[config.mk]
export PLATFORM = sky130hd
export DESIGN_NAME = fir_mac_filter_flat
export DESIGN_NICKNAME = d
export VERILOG_FILES = /design/src/rtl/fir_mac_filter_if.sv /design/src/rtl/fir_mac_filter.sv /design/src/flat_wrapper.sv
export SDC_FILE = /design/constraint.sdc
export NUM_CORES = 2
export LEC_CHECK = 0
export ABC_AREA = 1
export BUFFER_PORTS_ARGS = -buffer_cell sky130_fd_sc_hd__buf_2
export CAP_MARGIN = 30
export CORE_MARGIN = 3
export CORE_UTILIZATION = 46
export DETAILED_ROUTE_END_ITERATION = 8
export GPL_TIMING_DRIVEN = 1
export PLACE_DENSITY = 0.62
export SYNTH_ARGS = -nofsm -noshare
export SYNTH_HDL_FRONTEND = slang
export SYNTH_SLANG_ARGS = --single-unit
[constraint.sdc]
create_clock -name clk -period 13 [get_ports clk]
set_input_delay 1.95 -clock clk [delete_from_list [all_inputs] [get_ports clk]]
set_output_delay 1.95 -clock clk [all_outputs]
set_load 0.02 [all_outputs]
[src/rtl/fir_mac_filter_if.sv]
// Sample/coefficient/result bundle for fir_mac_filter.
// The master side feeds samples and coefficients; the slave side is the filter.
interface fir_mac_filter_if #(
   parameter int DATA_W = 20,
   parameter int COEF_W = 16,
   parameter int TAPS   = 16
);
   localparam int AW = $clog2(TAPS);

   logic              in_valid;
   logic [DATA_W-1:0] in_data;
   logic              in_ready;
   logic              coef_we;
   logic [AW-1:0]     coef_addr;
   logic [COEF_W-1:0] coef_data;
   logic              out_valid;
   logic [DATA_W-1:0] out_data;

   modport master (
      output in_valid, in_data, coef_we, coef_addr, coef_data,
      input  in_ready, out_valid, out_data
   );

   modport slave (
      input  in_valid, in_data, coef_we, coef_addr, coef_data,
      output in_ready, out_valid, out_data
   );
endinterface

[src/rtl/fir_mac_filter.sv]
// Time-multiplexed FIR: one signed multiplier and one accumulator, TAPS cycles per sample.
// Define FIR_SATURATE_EN to clamp the output; without it the output wraps.
module fir_mac_filter #(
   parameter int DATA_W = 20,
   parameter int COEF_W = 16,
   parameter int TAPS   = 16
) (
   input logic            clk,
   input logic            rst_n,
   fir_mac_filter_if.slave bus
);
   localparam int AW     = $clog2(TAPS);
   localparam int PROD_W = DATA_W + COEF_W;
   localparam int ACC_W  = PROD_W + AW;

   typedef enum logic [1:0] {IDLE, MAC, DONE} state_t;

   state_t                      state_q, state_d;
   logic [TAPS-1:0][DATA_W-1:0] dly_q;
   logic [TAPS-1:0][COEF_W-1:0] coef_q;
   logic signed [ACC_W-1:0]     acc_q;
   logic [AW-1:0]               idx_q;
   logic [DATA_W-1:0]           out_q;
   logic                        vld_q;

   logic                        accept, last_tap, coef_ok;
   logic signed [PROD_W-1:0]    x_ext, h_ext, prod;
   logic [DATA_W-1:0]           res;

   assign accept   = (state_q == IDLE) && bus.in_valid;
   assign last_tap = (idx_q == AW'(TAPS - 1));
   assign coef_ok  = (state_q == IDLE) && bus.coef_we && (32'(bus.coef_addr) < TAPS);

   assign x_ext = {{COEF_W{dly_q[idx_q][DATA_W-1]}}, dly_q[idx_q]};
   assign h_ext = {{DATA_W{coef_q[idx_q][COEF_W-1]}}, coef_q[idx_q]};
   assign prod  = x_ext * h_ext;

`ifdef FIR_SATURATE_EN
   localparam logic signed [ACC_W-1:0] SAT_MAX = ACC_W'({(DATA_W-1){1'b1}});
   localparam logic signed [ACC_W-1:0] SAT_MIN = ~SAT_MAX;
   logic signed [ACC_W-1:0] shifted;

   assign shifted = acc_q >>> (COEF_W - 1);

   always_comb begin
      res = shifted[DATA_W-1:0];
      if (shifted > SAT_MAX)      res = SAT_MAX[DATA_W-1:0];
      else if (shifted < SAT_MIN) res = SAT_MIN[DATA_W-1:0];
   end
`else
   // Q1.(COEF_W-1) rescale then keep the low DATA_W bits.
   assign res = acc_q[COEF_W-1 +: DATA_W];
`endif

   always_ff @(posedge clk or negedge rst_n) begin
      if (!rst_n) state_q <= IDLE;
      else        state_q <= state_d;
   end

   always_comb begin
      state_d = state_q;
      unique case (state_q)
         IDLE:    if (bus.in_valid) state_d = MAC;
         MAC:     if (last_tap)     state_d = DONE;
         DONE:    state_d = IDLE;
         default: state_d = IDLE;
      endcase
   end

   always_ff @(posedge clk or negedge rst_n) begin
      if (!rst_n) begin
         dly_q  <= '0;
         coef_q <= '0;
         acc_q  <= '0;
         idx_q  <= '0;
         out_q  <= '0;
         vld_q  <= 1'b0;
      end else begin
         vld_q <= (state_q == DONE);
         // Write lands on the accepting edge, so the pass that follows sees it.
         if (coef_ok) coef_q[bus.coef_addr] <= bus.coef_data;
         if (accept) begin
            dly_q <= {dly_q[TAPS-2:0], bus.in_data};
            acc_q <= '0;
            idx_q <= '0;
         end else if (state_q == MAC) begin
            acc_q <= acc_q + {{AW{prod[PROD_W-1]}}, prod};
            if (!last_tap) idx_q <= idx_q + AW'(1);
         end
         if (state_q == DONE) out_q <= res;
      end
   end

   assign bus.in_ready  = (state_q == IDLE);
   assign bus.out_valid = vld_q;
   assign bus.out_data  = out_q;
endmodule

[src/flat_wrapper.sv]
// flat-port wrapper written by rule: the top's interface ports become plain ports
module fir_mac_filter_flat 
#(
   parameter int DATA_W = 20,
   parameter int COEF_W = 16,
   parameter int TAPS   = 16
)
  (clk, rst_n, bus_in_valid, bus_in_data, bus_coef_we, bus_coef_addr, bus_coef_data, bus_in_ready, bus_out_valid, bus_out_data);
  fir_mac_filter_if #(.DATA_W(DATA_W), .COEF_W(COEF_W), .TAPS(TAPS)) bus_i ();
  input logic clk;
  input logic rst_n;
  input wire logic [$bits(bus_i.in_valid)-1:0] bus_in_valid;
  input wire logic [$bits(bus_i.in_data)-1:0] bus_in_data;
  input wire logic [$bits(bus_i.coef_we)-1:0] bus_coef_we;
  input wire logic [$bits(bus_i.coef_addr)-1:0] bus_coef_addr;
  input wire logic [$bits(bus_i.coef_data)-1:0] bus_coef_data;
  output wire logic [$bits(bus_i.in_ready)-1:0] bus_in_ready;
  output wire logic [$bits(bus_i.out_valid)-1:0] bus_out_valid;
  output wire logic [$bits(bus_i.out_data)-1:0] bus_out_data;
  assign bus_i.in_valid = bus_in_valid;
  assign bus_i.in_data = bus_in_data;
  assign bus_i.coef_we = bus_coef_we;
  assign bus_i.coef_addr = bus_coef_addr;
  assign bus_i.coef_data = bus_coef_data;
  assign bus_in_ready = bus_i.in_ready;
  assign bus_out_valid = bus_i.out_valid;
  assign bus_out_data = bus_i.out_data;
  fir_mac_filter #(.DATA_W(DATA_W), .COEF_W(COEF_W), .TAPS(TAPS)) u_core (.clk(clk), .rst_n(rst_n), .bus(bus_i));
endmodule
==> key figures <==
Outcome
  – Status: complete, no violations

Job
  – Max Cap Viol: 0

Clocking
  – Clock transition at the registers of the reported paths: 60 ps
  – CTS root buffer: clkbuf_16
  – CTS tree: built
  – CTS max path bufs: 3
  – Later-pin clock latency in the skew report: 640 ps
  – PostCTS Resize Cnt: 0
  – Post-CTS Hold Buffers: 0
  – Sink Count: 638
  – CTS Buf Count: 75
  – H-tree depth: 3
  – Post-CTS setup buffers: 0

Critical path
  – Crit path launch type: flip-flop
  – WP data arrival: 10930 ps
  – Kind of critical path: flip-flop to flip-flop
  – Worst path max stage delay: 810 ps
  – CP max stage cell: inv_8
  – Most used cell, CP: inv_1
  – Worst setup EP type: flip-flop
  – Worst-path maximum fanout: 181
  – WP data required: 13510 ps

Synthesis
  – Warning count from the yosys run: 0
  – Syn nets: 5835
  – Mapped cell area: 42700 sq um
  – Seq/Total Area, Yosys: 0.374
  – Mean post-synth cell area: 7.98 sq um
  – Syn Inst Count: 5352
  – Seq cells post-synth: 638
  – Synth unique cells: 50

GRT
  – First-pass GRT wire length: 188 mm
  – Initial antenna violation count: 0
  – Number of global-route vias before repair: 34200
  – Gr usage total: 0.240
  – GR Overflow Total: 0
  – Largest net degree at the start of global routing: 237

STA
  – Slew of the pin with the lowest slew margin: 1110 ps
  – Fmax: 96.0 MHz
  – Crit share post-route: 0.802
  – Fin. Hold Viols: 0
  – Tmin final: 10420 ps
  – Slew HR: 0.259
  – Final Max Tran Viols: 0
  – RSZ-0062 raised after global routing: no
  – Setup TNS: 0 ps
  – Clock Skew: 42.1 ps
  – Final setup vio count: 0

Routing
  – TritonRoute pass-1 iters: 5
  – Met1 Wirelength: 52.2 mm
  – DRC Markers: 0
  – DRT Wirelength: 114 mm
  – Detail Route Antenna Nets: 0
  – Met2 wire length: 53.3 mm
  – Via density: 5.23
  – Highest routed layer: met4
  – Met3 wire length: 6.57 mm
  – Drt initial violations: 2918
  – Routed length per placed instance: 17.5 um
  – Via count: 34200

Worst hold path
  – Hold WC Path Type: flip-flop to flip-flop

Placed design
  – Dpl cells: 6408
  – Detailed placement HPWL: 74.8 mm
  – Routability cong.: 0.892
  – IO Port Bufs: 65
  – Post-DP Area: 43500 sq um

Floorplanning
  – Top-Level Pins: 66
  – Core Area: 91900 sq um
  – Initial core utilization: 0.465
  – Num rows: 111
  – Die X: 311 um
  – Total Die Area: 96600 sq um
  – Die Ht: 311 um

Cells and area
  – Final Util: 0.502
  – Diodes inserted: 0
  – Area growth, synth to finish: 7.97%
  – Final Instance Area: 46100 sq um
  – Fin cells: 6545
  – NumNets Final: 5726
  – Share of layout cells above drive strength 1: 0.0570
metrics by stage:
stage	setup slack, ps	hold WS [ps]
floorplan	5260	448
global placement	2710	451
detailed placement	2670	455
CTS	2640	469
global route	1860	492
finish	2580	466
cell families (layout without fill, tap and decap cells):
group	count (synthesis)	count (layout)	share of synthesized area
buf+inv	1169	1119	0.114
fa+ha+maj	439	439	0.184
xor+xnor	39	39	0.00799
flops	638	638	0.374
simple gates	1839	1839	0.169
compound gates	1228	1228	0.152
critical path: cells and delay by family, from the launching register on:
| family | cells | cell delay [ps] |
|---|---|---|
| buffers and inverters | 10 | 2110 |
| DFF | 1 | 780 |
| adders and majority gates | 8 | 3700 |
| xor gates and xnor gates | 1 | 160 |
| and+or+nand+nor | 5 | 730 |
| AOI/OAI and AO/OA | 15 | 2660 |
worst paths after layout:
path	startpoint	to	slack, ps	cells after the start
max	u_core.idx_q[0]$_DFFE_PN0P_	u_core.acc_q[33]$_DFFE_PN0P_	2580	39
max in group asynchronous	rst_n	u_core.idx_q[1]$_DFFE_PN0P_	9160	3
min reg2reg	u_core.bus.out_data[0]$_DFFE_PN0P_	u_core.bus.out_data[0]$_DFFE_PN0P_	470	2
min in group asynchronous	rst_n	u_core.bus.out_data[15]$_DFFE_PN0P_	1280	1
max reg2reg	u_core.idx_q[0]$_DFFE_PN0P_	u_core.acc_q[33]$_DFFE_PN0P_	2580	39
min	u_core.bus.out_data[0]$_DFFE_PN0P_	u_core.bus.out_data[0]$_DFFE_PN0P_	470	2
area by class of cell:
class | instances | area [sq um]
fillers | 8904 | 45800
multi-input cells | 3545 | 21900
flip-flops and latches | 638 | 16000
inverters | 862 | 3250
clock buffers | 102 | 2130
well taps | 1243 | 1560
repair buffers | 121 | 853
clock inverters | 34 | 439
flip-flops by register name (all words and copies together) (netlist names):
signal and flops:
u_core.bus.out_valid 1, u_core.idx_q 4, u_core.acc_q 35, u_core.dly_q 320, u_core.coef_q 256, u_core.bus.out_data 20
u_core.state_q 2
synthesized netlist by cell type (all sizes together):
| library cell | instances | share of area |
|---|---|---|
| a211oi | 2 | 0.00035 |
| a21boi | 4 | 0.00070 |
| a21o | 4 | 0.00070 |
| a21oi | 264 | 0.031 |
| a221oi | 2 | 0.00041 |
| a22o | 1 | 0.00021 |
| a311o | 12 | 0.0032 |
| a31o | 1 | 0.00021 |
| a31oi | 12 | 0.0018 |
| buf | 134 | 0.023 |
| clkbuf | 173 | 0.015 |
| clkinv | 1 | 0.000088 |
| dfrtp | 638 | 0.37 |
| fa | 313 | 0.15 |
| ha | 126 | 0.037 |
| inv | 861 | 0.076 |
| nand2 | 1441 | 0.13 |
| nand3 | 144 | 0.017 |
| nand3b | 5 | 0.00088 |
| nand4 | 13 | 0.0019 |
| nor2 | 214 | 0.020 |
| nor3 | 16 | 0.0019 |
| nor4 | 2 | 0.00029 |
| o211a | 1 | 0.00023 |
| o211ai | 9 | 0.0016 |
| o21a | 3 | 0.00053 |
| o21ai | 839 | 0.098 |
| o21bai | 11 | 0.0020 |
| o221a | 1 | 0.00026 |
| o221ai | 21 | 0.0043 |
| o22ai | 34 | 0.0050 |
| o31ai | 7 | 0.0012 |
| or2 | 4 | 0.00059 |
| xnor2 | 11 | 0.0023 |
| xor2 | 28 | 0.0057 |
cells in the final DEF, fill, tap and decap left out, types with 50 or more instances in the layout:
cell type  instances
nand3_1          140
o21ai_0          799
fa_1             313
dfrtp_1          635
buf_4             50
nand2_1         1436
buf_2             64
ha_1             126
clkbuf_16         76
a21oi_1          262
inv_1            848
nor2_1           200
layer usage:
layer  vias up  track usage
met5         -            0
met3       138       0.0323
met4         0       0.0603
met1     16600        0.338
li1      16500            -
met2       919        0.396
Power is not shown: default switching activity piles up to over one toggle a cycle in this logic, so the estimate is an artifact.
